--- src/rtl/button_conditioner.sv ---
// button_conditioner
//   Input stage between the raw button pins and the stopwatch controller.
//   Each channel is synchronised (2 flops), debounced against a shared
//   millisecond-style tick, and turned into a clean level plus registered
//   1-cycle press / release / long-press strobes.
//   Default channel map: 0 = start_stop, 1 = lap_time, 2 = counter reset.
//
// Ports
//   clk          system clock
//   res          asynchronous reset, active low
//   btn_raw      raw button pins, asynchronous, active high
//   btn_level    debounced button level
//   btn_press    1-cycle strobe on accepted press
//   btn_release  1-cycle strobe on accepted release
//   btn_long     1-cycle strobe, once per press, after LONG_TICKS held
//   tick         1-cycle strobe every TICK_DIV cycles
//
// Per-channel FSM
//   state        | meaning
//   RELEASED     | stable low, level = 0
//   PRESS_PEND   | input high, waiting DEB_TICKS stable ticks before accepting
//   PRESSED      | stable high, level = 1, counting ticks towards long press
//   RELEASE_PEND | input low, waiting DEB_TICKS stable ticks before releasing
module button_conditioner #(
  parameter int N_BTN      = 3,
  parameter int TICK_DIV   = 1000,
  parameter int DEB_TICKS  = 10,
  parameter int LONG_TICKS = 1000,
  parameter int CNT_W      = 10
) (
  input  logic             clk,
  input  logic             res,
  input  logic [N_BTN-1:0] btn_raw,
  output logic [N_BTN-1:0] btn_level,
  output logic [N_BTN-1:0] btn_press,
  output logic [N_BTN-1:0] btn_release,
  output logic [N_BTN-1:0] btn_long,
  output logic             tick
);

  localparam int PRE_W = (TICK_DIV > 1) ? $clog2(TICK_DIV) : 1;
  localparam logic [PRE_W-1:0] PRE_LAST = PRE_W'(TICK_DIV - 1);
  localparam logic [PRE_W-1:0] PRE_ONE  = PRE_W'(1);
  localparam logic [CNT_W-1:0] DEB_LAST  = CNT_W'(DEB_TICKS - 1);
  localparam logic [CNT_W-1:0] LONG_LAST = CNT_W'(LONG_TICKS - 1);
  localparam logic [CNT_W-1:0] LONG_MAX  = CNT_W'(LONG_TICKS);
  localparam logic [CNT_W-1:0] CNT_ONE   = CNT_W'(1);

  if (LONG_TICKS >= (1 << CNT_W)) begin : g_cnt_w_check
    $error("button_conditioner: CNT_W too narrow to hold LONG_TICKS");
  end

  typedef enum logic [1:0] {
    RELEASED     = 2'd0,
    PRESS_PEND   = 2'd1,
    PRESSED      = 2'd2,
    RELEASE_PEND = 2'd3
  } btn_state_t;

  logic [N_BTN-1:0] sync_q1, sync_q2;
  logic [PRE_W-1:0] pre_cnt;

  btn_state_t       state_q [N_BTN];
  btn_state_t       state_d [N_BTN];
  logic [CNT_W-1:0] cnt_q   [N_BTN];
  logic [CNT_W-1:0] cnt_d   [N_BTN];
  logic [N_BTN-1:0] level_d, press_d, release_d, long_d;

  always_ff @(posedge clk or negedge res) begin
    if (!res) begin
      sync_q1 <= '0;
      sync_q2 <= '0;
    end else begin
      sync_q1 <= btn_raw;
      sync_q2 <= sync_q1;
    end
  end

  always_ff @(posedge clk or negedge res) begin
    if (!res) begin
      pre_cnt <= '0;
    end else if (pre_cnt == PRE_LAST) begin
      pre_cnt <= '0;
    end else begin
      pre_cnt <= pre_cnt + PRE_ONE;
    end
  end

  assign tick = (pre_cnt == PRE_LAST);

  // A change on the synchronised input always takes priority over a tick
  // arriving in the same cycle; that tick is simply not counted.
  always_comb begin
    level_d   = btn_level;
    press_d   = '0;
    release_d = '0;
    long_d    = '0;
    for (int i = 0; i < N_BTN; i++) begin
      state_d[i] = state_q[i];
      cnt_d[i]   = cnt_q[i];
      case (state_q[i])
        RELEASED: begin
          if (sync_q2[i]) begin
            state_d[i] = PRESS_PEND;
            cnt_d[i]   = '0;
          end
        end
        PRESS_PEND: begin
          if (!sync_q2[i]) begin
            state_d[i] = RELEASED;
          end else if (tick) begin
            if (cnt_q[i] == DEB_LAST) begin
              state_d[i]    = PRESSED;
              cnt_d[i]      = '0;
              press_d[i]    = 1'b1;
              level_d[i]    = 1'b1;
            end else begin
              cnt_d[i] = cnt_q[i] + CNT_ONE;
            end
          end
        end
        PRESSED: begin
          if (!sync_q2[i]) begin
            state_d[i] = RELEASE_PEND;
            cnt_d[i]   = '0;
          end else if (tick && (cnt_q[i] < LONG_MAX)) begin
            // Saturating at LONG_TICKS makes the long strobe one-shot.
            cnt_d[i] = cnt_q[i] + CNT_ONE;
            if (cnt_q[i] == LONG_LAST) begin
              long_d[i] = 1'b1;
            end
          end
        end
        RELEASE_PEND: begin
          if (sync_q2[i]) begin
            // Release bounce: back to held, long-press timing restarts.
            state_d[i] = PRESSED;
            cnt_d[i]   = '0;
          end else if (tick) begin
            if (cnt_q[i] == DEB_LAST) begin
              state_d[i]   = RELEASED;
              cnt_d[i]     = '0;
              release_d[i] = 1'b1;
              level_d[i]   = 1'b0;
            end else begin
              cnt_d[i] = cnt_q[i] + CNT_ONE;
            end
          end
        end
        default: begin
          state_d[i] = RELEASED;
          cnt_d[i]   = '0;
        end
      endcase
    end
  end

  always_ff @(posedge clk or negedge res) begin
    if (!res) begin
      for (int i = 0; i < N_BTN; i++) begin
        state_q[i] <= RELEASED;
        cnt_q[i]   <= '0;
      end
      btn_level   <= '0;
      btn_press   <= '0;
      btn_release <= '0;
      btn_long    <= '0;
    end else begin
      for (int i = 0; i < N_BTN; i++) begin
        state_q[i] <= state_d[i];
        cnt_q[i]   <= cnt_d[i];
      end
      btn_level   <= level_d;
      btn_press   <= press_d;
      btn_release <= release_d;
      btn_long    <= long_d;
    end
  end

endmodule
--- config.mk ---
export PLATFORM = sky130hd
export DESIGN_NAME = button_conditioner
export DESIGN_NICKNAME = d
export VERILOG_FILES = /design/src/rtl/button_conditioner.sv
export SDC_FILE = /design/constraint.sdc
export NUM_CORES = 1
export LEC_CHECK = 0
export BUFFER_PORTS_ARGS = -buffer_cell sky130_fd_sc_hd__buf_4
export CORE_MARGIN = 2
export CORE_UTILIZATION = 40
export CTS_BUF_LIST = sky130_fd_sc_hd__clkbuf_4
export CTS_CLUSTER_DIAMETER = 30
export CTS_CLUSTER_SIZE = 16
export DETAILED_ROUTE_END_ITERATION = 8
export HOLD_SLACK_MARGIN = 0.06
export PLACE_DENSITY = 0.56
export SYNTH_ARGS = -nofsm -noshare
export SYNTH_HDL_FRONTEND = slang
export SYNTH_SLANG_ARGS = --single-unit
--- constraint.sdc ---
create_clock -name clk -period 5 [get_ports clk]
set_clock_uncertainty 0.15 [all_clocks]
set_input_delay 0.5 -clock clk [delete_from_list [all_inputs] [get_ports clk]]
set_output_delay 0.5 -clock clk [all_outputs]
set_load 0.05 [all_outputs]
After elaboration in Yosys (flattened, before gate mapping)
Index checks and enable logic that the tools add are counted.
{"block": "classes", "n_addsub": 4, "mul": 0, "div_mod_pow": 0, "order_cmp": 3, "n_eq_ne": 55, "shift": 0, "muxes": 103, "bitwise": 0, "reduce_logical": 18}
{"cell": "10-bit 2-to-1 mux", "n": 22}
{"cell": "10-bit one-hot mux with 4 select lines", "n": 3}
{"cell": "1-bit 2-to-1 mux", "n": 48}
{"cell": "2-bit 2-to-1 mux", "n": 24}
{"cell": "2-bit inequality test, second input constant", "n": 24}
{"cell": "3-bit inequality test, second input constant", "n": 15}
{"cell": "10-bit by 1-bit adder with 10-bit output, second input constant", "n": 4}
{"cell": "10-bit == test, second input constant", "n": 4}
{"cell": "10-bit by 4-bit == test with 1-bit output, second input constant", "n": 3}
{"cell": "10-bit < comparator, second input constant", "n": 3}
{"cell": "2-bit one-hot mux with 4 select lines", "n": 3}
{"cell": "7-bit AND reduction", "n": 3}
{"cell": "6-bit AND reduction", "n": 3}
{"cell": "2-bit == test, second input constant", "n": 6}
{"cell": "3-bit AND reduction", "n": 3}
{"cell": "2-bit by 1-bit == test with 1-bit output, second input constant", "n": 3}
{"cell": "2-bit zero test", "n": 3}
{"cell": "1-bit one-hot mux with 2 select lines", "n": 3}
{"cell": "2-bit nonzero test", "n": 3}
{"cell": "1-bit logical AND", "n": 3}
{"block": "totals", "regBits": 64, "latch_bits": 0, "ramBits": 0, "mem_bits_ro": 0, "inputBits": 5, "output_inout_bits": 13, "elab_cells": 198, "n_memories": 0}

Depth between registers and ports, before layout
Gate-level depths: netlist (run 1).
{"block": "depth", "word_depth": 5, "depth_mapped": 8, "depth_no_buf": 7}

Worst setup path after synthesis (run 1)
No wires, ideal clock.
{"block": "synth_path", "path_kind": "reg2out", "from": "register pre_cnt[0]", "to": "output tick", "arrival_time_ns": 1.739, "required_ns": 4.350, "path_slack_ns": 2.611, "path_stages_with_launch": 7, "path_buffers": 2, "path_cell_list": "dfrtp_1 -> ha_1 -> nand4b_1 -> or3_4 -> inv_1 -> buf_2 -> buf_2"}
{"block": "synth_between", "elab_chain_cells": 1}
{"element": "start: declaration", "line_no": "61", "text": "logic [PRE_W-1:0] pre_cnt;"}
{"element": "start signal: assignment", "line_no": "85", "text": "pre_cnt <= pre_cnt + PRE_ONE;"}
{"element": "10-bit == test", "line_no": "89", "text": "assign tick = (pre_cnt == PRE_LAST);"}
{"element": "end: declaration", "line_no": "38", "text": "output logic tick"}
No other way between the ends.

Worst setup path in the final report (run 1)
Same ends and word-level chain as after synthesis.

==> flow_results.org, run 1 <==
** Clock network
- Clock tree synthesis inserted a total of 9 buffers.
- Once the clock tree was built, the resizer swapped 0 gates to a different size.
- Number of sinks handled by clock tree synthesis :: 64
- Worst skew pair latency :: 0.40 ns
- The tree is rooted in a clkbuf_4.
- TritonCTS built the clock tree.
- Maximum clock insertion buffer count :: 2
- The H-tree was split into 3 levels.
- Worst-path clk slew :: 0.11 ns

** Floorplan
- The core region is 0.008258 sq mm.
- IO Pins :: 18
- Initial Utilization :: 41.41%
- Die area :: 0.009305 sq mm
- Die outline height :: 96.46 um
- Count of standard-cell rows :: 33
- Width of the die :: 96.46 um

** Logic synthesis
- Counting flops with an async set or reset pin after synthesis yields a share of 100.0%.
- Top post-synthesis cells by area :: dfrtp_1 47%, nand2_1 3.5%, nor2_1 3.0%
- Yosys printed 0 warnings.
- Summing the areas of all compound-gate instances in the mapped netlist gives 19.17% of the synthesized area.
- Synth Cell Area :: 0.003420 sq mm
- Post-Syn Nets :: 372
- Part of the Yosys area used for sequential elements :: 46.83%
- Largest area contributor in the netlist :: dfrtp_1
- Arithmetic-cell share of the synthesized area counting full adders, half adders and majority gates :: 2.561%
- XOR/XNOR share of the synthesized area :: 2.561%
- Post-synthesis cell type count :: 59
- After synthesis, the largest family of logic cells by area is simple AND/OR/NAND/NOR gates.
- Counting flops with a built-in enable in the synthesized netlist gives 0.
- In the synthesized netlist, the cells that appear most often are 64 x dfrtp_1, 32 x nand2_1, 27 x nor2_1.
- The share of synthesized area in the top cell type comes to 46.83%.
- Mux cell area share after synthesis :: 1.281%
- After technology mapping, the gate count stands at 360.
- Count of state elements after synthesis :: 64
- After synthesis, the mean cell area works out to 9.499 sq um.
- Post-Synth Simple-Gate Area :: 24.37%
- Predominant post-synthesis flop cell :: dfrtp_1
- Yosys instantiated no cell more often than dfrtp_1.

** Worst setup path
- The signal on the critical path passes through ha_1 -> nand4b_1 -> or3_4 -> inv_1 -> buf_4.
- Max stage delay cell, worst path :: inv_1
- Of all nets on the critical path, the largest fanout is 23.
- Launch point of the critical path :: pre_cnt[0]
- In this run the critical register-to-register path is launched from pre_cnt[0].
- Endpoint class of the critical path :: output pin
- For the worst flop-to-flop path, the logic depth is 7.
- On the worst path, the slowest cell contributes a delay of 0.54 ns.
- For the worst setup path, the data required time is 4.35 ns.
- Data arrives at the worst endpoint at 2.56 ns.
- Path type of the worst setup path :: register to output pin
- The worst register-to-register path ends at cnt_q[29].
- The worst setup path is launched from a register.
- Worst reg2reg setup slack :: 2.09 ns

** Cells and area
- Proportion of layout cells with a drive suffix above 1 :: 12.79%
- Compared with the post-synthesis result, the final layout area differs by 11.67%.
- The multi-input combinational cells in the finished layout cover a total of 0.001708 sq mm.
- Once layout is complete, the cells apart from fillers number 488.
- In the final layout, flip-flops and latches occupy 0.001602 sq mm.
- Number of antenna repair diodes :: 0
- Counting the fill cells in the layout gives 813.
- For this run, the post-layout net count is 390.

** Detailed routing
- Residual antenna-violating net count after detailed routing :: 0
- The first routing iteration left 128 violations.
- Across all layers, the routed design uses 2,776 vias.
- In the routed design, unresolved DRC markers number 0.
- After detailed routing, the average wire length per cell comes to 15.06 um.
- Vias/cell :: 5.689
- Number of optimization iterations in the first detailed-route pass :: 4
- Total length of routed wires :: 7350 um

** GRT
- Sum of overflow across all layers after global routing :: 0
- Via count of the first global-routing pass :: 2,567
- The number of antenna violations at the first check in global routing came to 0.
- In the global route stage, overall resource usage came out at 17.51%.
- Largest net degree at the start of global routing :: 65
- First-pass GRT wire length :: 12,610 um

** Pwr
- Dividing total power by cell area gives a power density of 249.5 mW/mm^2.
- VDD sags by at most 146.0 uV.
- The analysis attributes to cell leakage a power of 1.766 nW.

** Place
- Global placer's final weighted congestion :: 0.8347
- The HPWL after detailed placement is 4860 um.
- Port buffering added 17 buffers.
- Dpl cells :: 468

** Outcome
- Result of the run :: completed

** STA
- Adding up every negative setup slack in the final design gives 0 ns.
- Number of slew-limit violations in the final report :: 0
- Setup violations remaining at the end of the flow were counted as 0.
- Setup repair after global routing missed its margin :: no
- The worst path uses 64.26% of the clock period.
- Transition time at the pin with the least slew margin :: 0.9736 ns
- Max Clock Freq :: 311.3 MHz
- The smallest clock period supported by the final layout is computed as 3.213 ns.
- The worst pin sits at a relative slew slack of 34.54%.
- The final-report hold violation count came to 0.

** Hold path
- For hold timing, the worst endpoint is sync_q2[2].
- Worst min-delay path startpoint :: sync_q1[2]
- In this run the worst hold path is classified as register to register.
- Number of cells traversed by the worst hold path :: 0

** Flow run
- Max-cap violations in this run came to 0.
-- worst max-delay path, delay by kind of cell, from the launching register on --
kind | cells | cell delay [ns]
adder cells (fa/ha/maj) | 1 | 0.23
buffers and inverters | 2 | 0.86
flip-flops | 1 | 0.39
AND/OR/NAND/NOR | 2 | 0.68
-- metrics by stage --
step	cell area, sq um	hold slack (ns)	power [mW]	utilization [%]	worst slack (ns)
after floorplan	3420	0.05441	0.5526	-	2.611
after global placement	3625	0.1840	0.5713	43.89	2.149
after detailed placement	3625	0.1864	0.5713	43.89	2.091
after CTS	3819	0.2131	0.9692	46.24	1.748
after global routing	3819	0.2202	1.002	46.24	1.537
final	3819	0.2093	0.9528	46.24	1.787
-- worst max path at each step --
stage | end | slack (ns) | cells past startpoint
final | tick | 1.79 | 5
after global routing | tick | 1.54 | 5
after CTS | tick | 1.75 | 5
after detailed placement | cnt_q[29] | 2.09 | 7
after global placement | cnt_q[6] | 2.15 | 7
after floorplan | tick | 2.61 | 6
-- area by class of cell --
type,instances,share of cell area [%]
multi-input combinational,268,44.72
sequential,64,41.94
timing repair buffer,22,4.587
tap,105,3.440
clock inverter,7,2.261
clock buffer,9,1.769
inverter,13,1.278
-- state kept, by name, summed over array words and instances, names as in the netlist, named ones only --
| name | cells |
|---|---|
| pre_cnt | 10 |
| btn_long | 3 |
| sync_q2 | 3 |
| btn_press | 3 |
| cnt_q | 30 |
| btn_release | 3 |
| btn_level | 3 |
| state_q | 3 |
| sync_q1 | 3 |
-- cell families (layout without fill, tap and decap cells) --
| logic type | after synthesis | in the layout |
|---|---|---|
| AO/OA/AOI/OAI | 95 | 95 |
| XOR/XNOR | 10 | 10 |
| adder cells (fa/ha/maj) | 7 | 7 |
| buffers and inverters | 28 | 51 |
| flip-flops | 64 | 64 |
| multiplexers | 4 | 4 |
| AND/OR/NAND/NOR | 152 | 152 |
-- per-layer routing --
metal / vias up / global-route usage (%) / wire length [um]
met4: 0 / 5.751 / 122
li1: 1368 / - / -
met3: 13 / 4.810 / 359
met5: - / 0 / 0
met2: 69 / 24.48 / 3148
met1: 1326 / 26.01 / 3720
-- layout by cell type (no fill, tap or decap), types with 4 or more instances in the layout --
| master | instances |
|---|---|
| and2_1 | 4 |
| inv_1 | 13 |
| nor3_1 | 5 |
| o22ai_1 | 6 |
| a21o_1 | 10 |
| dfrtp_1 | 64 |
| o211ai_1 | 5 |
| nand2b_1 | 7 |
| a21oi_1 | 17 |
| clkbuf_4 | 9 |
| a22o_1 | 6 |
| nand3_1 | 16 |
| and3_1 | 16 |
| nand2_1 | 32 |
| xnor2_1 | 7 |
| buf_4 | 18 |
| nor2_1 | 27 |
| ha_1 | 7 |
| dlygate4sd3_1 | 4 |
| nand4_1 | 7 |
| or2_2 | 5 |
| o21ai_0 | 14 |
| nor3b_1 | 5 |
| a31oi_1 | 10 |
| nor4_1 | 7 |
| and4_1 | 4 |
-- report_power, final --
part / leakage, nW / switching, mW / total [mW] / internal, mW
Clock: 0.0831 / 0.191 / 0.390 / 0.199
Combinational: 0.824 / 0.0233 / 0.0357 / 0.0125
Sequential: 0.859 / 0.00620 / 0.527 / 0.521
-- what timing repair did --
action,4_1_cts,5_1_grt
hold buffers,4,0
endpoints found under the setup margin,0,0
endpoints found under the hold margin,7,0
setup buffers,0,0
No activity file was read; power rests on OpenSTA's default activity.
==> run 2, diff against run 1 <==
Settings changed: PLACE_DENSITY 0.56 to 0.58.
Clock period 5 ns to 2.8 ns, I/O delays scaled along.
==> run 2 against run 1 <==
- clock-buffer cell count is 1 higher
- sequential share of layout area fell by 0.64 points
- power grew 80%
- setup slack worse by 1.6 ns
- global-route usage is 0.44 points lower
- flip-flop and latch count did not move
- sequential power rose by 79%
- first-iteration DRC count grew 7.8%
- combinational power grew 83%
- clock power up 81%
- cell area rose by 1.5%
- critical endpoint unchanged
==> flow_results.org, run 2 (synthesis gave the netlist of run 1 again) <==
** Cells and area
- Ranked by flip-flop count, first place goes to cnt_q.
- The top cell types in the final layout, fill and taps aside, are 64 x dfrtp_1, 32 x nand2_1, 27 x nor2_1, 22 x buf_4, 17 x a21oi_1.
- Most common library cell in the layout ignoring fill and taps :: dfrtp_1
- The area growth from synthesis to layout is 13.39%.
- The area of the multi-input gates came to 0.001708 sq mm (unchanged).
- Final Core Density :: 46.95% (+0.71 points)
- The number of flip-flops under the largest register name is 30 (unchanged).
- Registers with the highest flip-flop counts :: cnt_q (30), pre_cnt (10)
- Number of antenna repair diodes :: 0 (unchanged)
- Number of fillers in the final layout :: 797 (-2.0%)
- The fraction of final layout cells with drive strength greater than 1 is 14.43% (+1.6 points).
- The net count of the finished layout came to 395 (+1.3%).
- Reg area :: 0.001602 sq mm (unchanged)

** Floorplan
- The core area was 0.008258 sq mm (unchanged).
- The area of the die is 0.009305 sq mm (unchanged).
- Count of standard-cell rows :: 33 (unchanged)
- The die height is 96.46 um (unchanged).
- IO Pins :: 18 (unchanged)
- Initial Utilization :: 41.41% (unchanged)
- Width of the die :: 96.46 um (unchanged)

** Place
- The number of port buffers is 17 (unchanged).
- The placer congestion estimate was 0.8069 (-3.3%).
- Half-perimeter wire length after placement :: 4857 um (about the same)

** STA
- The final worst hold slack was 0.2084 ns (-0.0008820 ns).
- Max Clock Freq :: 382.2 MHz
- Setup repair after global routing missed its margin :: no
- Total negative setup slack :: 0 ns (unchanged)
- Setup Viol. Count Final :: 0 (unchanged)
- The transition time of the tightest slew-check pin was 0.8533 ns (-0.1203 ns).
- The final-report hold violation count came to 0 (unchanged).
- The worst path uses 93.44% of the clock period.
- Counting I/O delays and the setup requirement, the final critical path takes 2.616 ns.
- The relative slew slack is 42.73% (+8.2 points).
- The final max-slew violation count came to 0 (unchanged).

** Detailed routing
- The wire length reported by the detailed router came to 7203 um (-2.0%).
- DRC violation count after routing :: 0 (unchanged)
- The via total after detailed routing is 2,786 (+0.36%).
- The ratio of routed vias to standard cells came to 5.651 (-0.66%).
- Initial drt markers :: 138 (+7.8%)
- Residual antenna-violating net count after detailed routing :: 0 (unchanged)
- Number of optimization iterations in the first detailed-route pass :: 6 (+2)
- DR WL/cell :: 14.61 um (-3.0%)

** Clock network
- TritonCTS clock tree :: done
- Worst skew pair latency :: 0.39 ns (about the same)
- Number of sinks handled by clock tree synthesis :: 64 (unchanged)
- The clock transition time at the flip-flop clock pins of the worst setup and hold paths came to 0.10 ns (about the same).
- The CTS buffer count was 9 (unchanged).
- The clock tree buffer depth came to 2 (unchanged).
- CTS placed an instance of clkbuf_4 at the clock tree root.
- Maximum level of the CTS H-tree :: 3 (unchanged)

** Pwr
- The internal power consumption was 1.324 mW (+81%).
- The static power due to leakage was 1.790 nW (+1.4%).
- The switching component of the power is 0.3873 mW (+75%).
- Power per cell area :: 441.3 mW/mm^2 (+77%)
- Sw Ratio :: 22.63% (-0.54 points)
- The share of total power in combinational logic came to 3.8% (about the same).
- Power share of the clock group :: 41.1% (+0.2 points)
- Fraction of power consumed by sequential logic :: 55.0% (-0.3 points)
- The highest ir drop seen on vdd is 290.6 uV (+99%).

** Worst setup path
- Path type of the worst setup path :: register to output pin
- Origin of the critical flop-to-flop path :: pre_cnt[0]
- Ordered list of cells on the worst path :: ha_1 -> nand4b_1 -> or3_4 -> clkinvlp_4 -> buf_12 -> buf_4
- The buffer and inverter count on the worst path is 3 (+1).
- The required arrival time at the worst endpoint is 2.37 ns (-1.98 ns).
- The most critical setup path has its startpoint at pre_cnt[0].
- STA classifies the critical path endpoint as an output pin.
- Slowest Stage Delay on Critical Path :: 0.47 ns (-0.07 ns)
- The arrival time at the worst endpoint is 2.19 ns (-0.37 ns).
- Max stage delay cell, worst path :: or3_4
- Startpoint class of the critical path :: register
- The critical-path maximum fanout is 14 (-39%).
- Kind of cell adding the most delay to the critical path :: simple AND/OR/NAND/NOR gates

** Hold path
- Hold Path Class :: register to register
- Worst min-delay path startpoint :: sync_q1[1]

** GRT
- The total routing usage reported by global routing was 17.07% (-0.44 points).
- Sum of overflow across all layers after global routing :: 0 (unchanged)
- First-pass GRT wire length :: 12,330 um (-2.2%)
- The number of antenna violations at the first check in global routing was 0 (unchanged).
- Via count of the first global-routing pass :: 2,606 (+1.5%)
- Largest net degree at the start of global routing :: 65 (unchanged)

** Flow run
- The number of maximum-capacitance constraint violations is 0 (unchanged).

** Outcome
- Result of the run :: completed
[run 2: area by class of cell]
cell class / count / area share (%)
multi-input cells: 268 / 44.05
clock inverters: 6 / 2.162
well taps: 105 / 3.388
flip-flops and latches: 64 / 41.30
inverters: 13 / 1.355
repair buffers: 27 / 5.808
clock buffers: 10 / 1.936
[run 2: worst paths after layout]
| kind | slack (ns) | to | cells after the start |
|---|---|---|---|
| worst max-delay path | 0.18 | tick | 6 |
| worst min-delay path | 0.21 | sync_q2[1] | 0 |
| worst max register to register | 0.22 | cnt_q[2] | 6 |
| worst min register to register | 0.21 | sync_q2[1] | 0 |
| max in group asynchronous | 1.62 | pre_cnt[0] | 2 |
| min in group asynchronous | 0.36 | cnt_q[29] | 2 |
[run 2: layer usage]
metal | routed length [um] | vias up | track usage, %
li1 | - | 1379 | -
met2 | 3306 | 58 | 25.75
met5 | 0 | - | 0
met1 | 3519 | 1343 | 23.57
met3 | 309 | 6 | 4.500
met4 | 67 | 0 | 6.338
[run 2: through the flow]
stage	worst slack [ns]	instance area (sq um)	total power, mW	cells
CTS	0.06926	3874	1.746	493
detailed placement	0.2264	3675	1.023	473
floorplan	0.5288	3420	0.9868	360
finish	0.1838	3877	1.711	493
global route	0.05825	3877	1.790	493
global placement	0.2964	3675	1.021	473
[run 2: worst register-to-register path, cell delays in order, from the launching register on]
cell and delay (ns):
dfrtp_1 0.40, ha_1 0.23, nand4b_1 0.19, or3_4 0.47
or4_1 0.74, nor3b_2 0.25, a211o_1 0.11
[run 2: power by group through the flow]
stage,Sequential [mW],Combinational [mW],Clock [mW]
after floorplan,0.951,0.0355,0
after global placement,0.959,0.0621,0
after detailed placement,0.960,0.0628,0
after CTS,0.942,0.0675,0.736
after global routing,0.944,0.0748,0.772
final,0.942,0.0654,0.704
[run 2: repair_timing]
item,CTS,global route
setup endpoints to repair,0,1
setup buffers,0,0
hold buffers,4,0
resized for setup,0,1
endpoints found under the hold margin,67,0
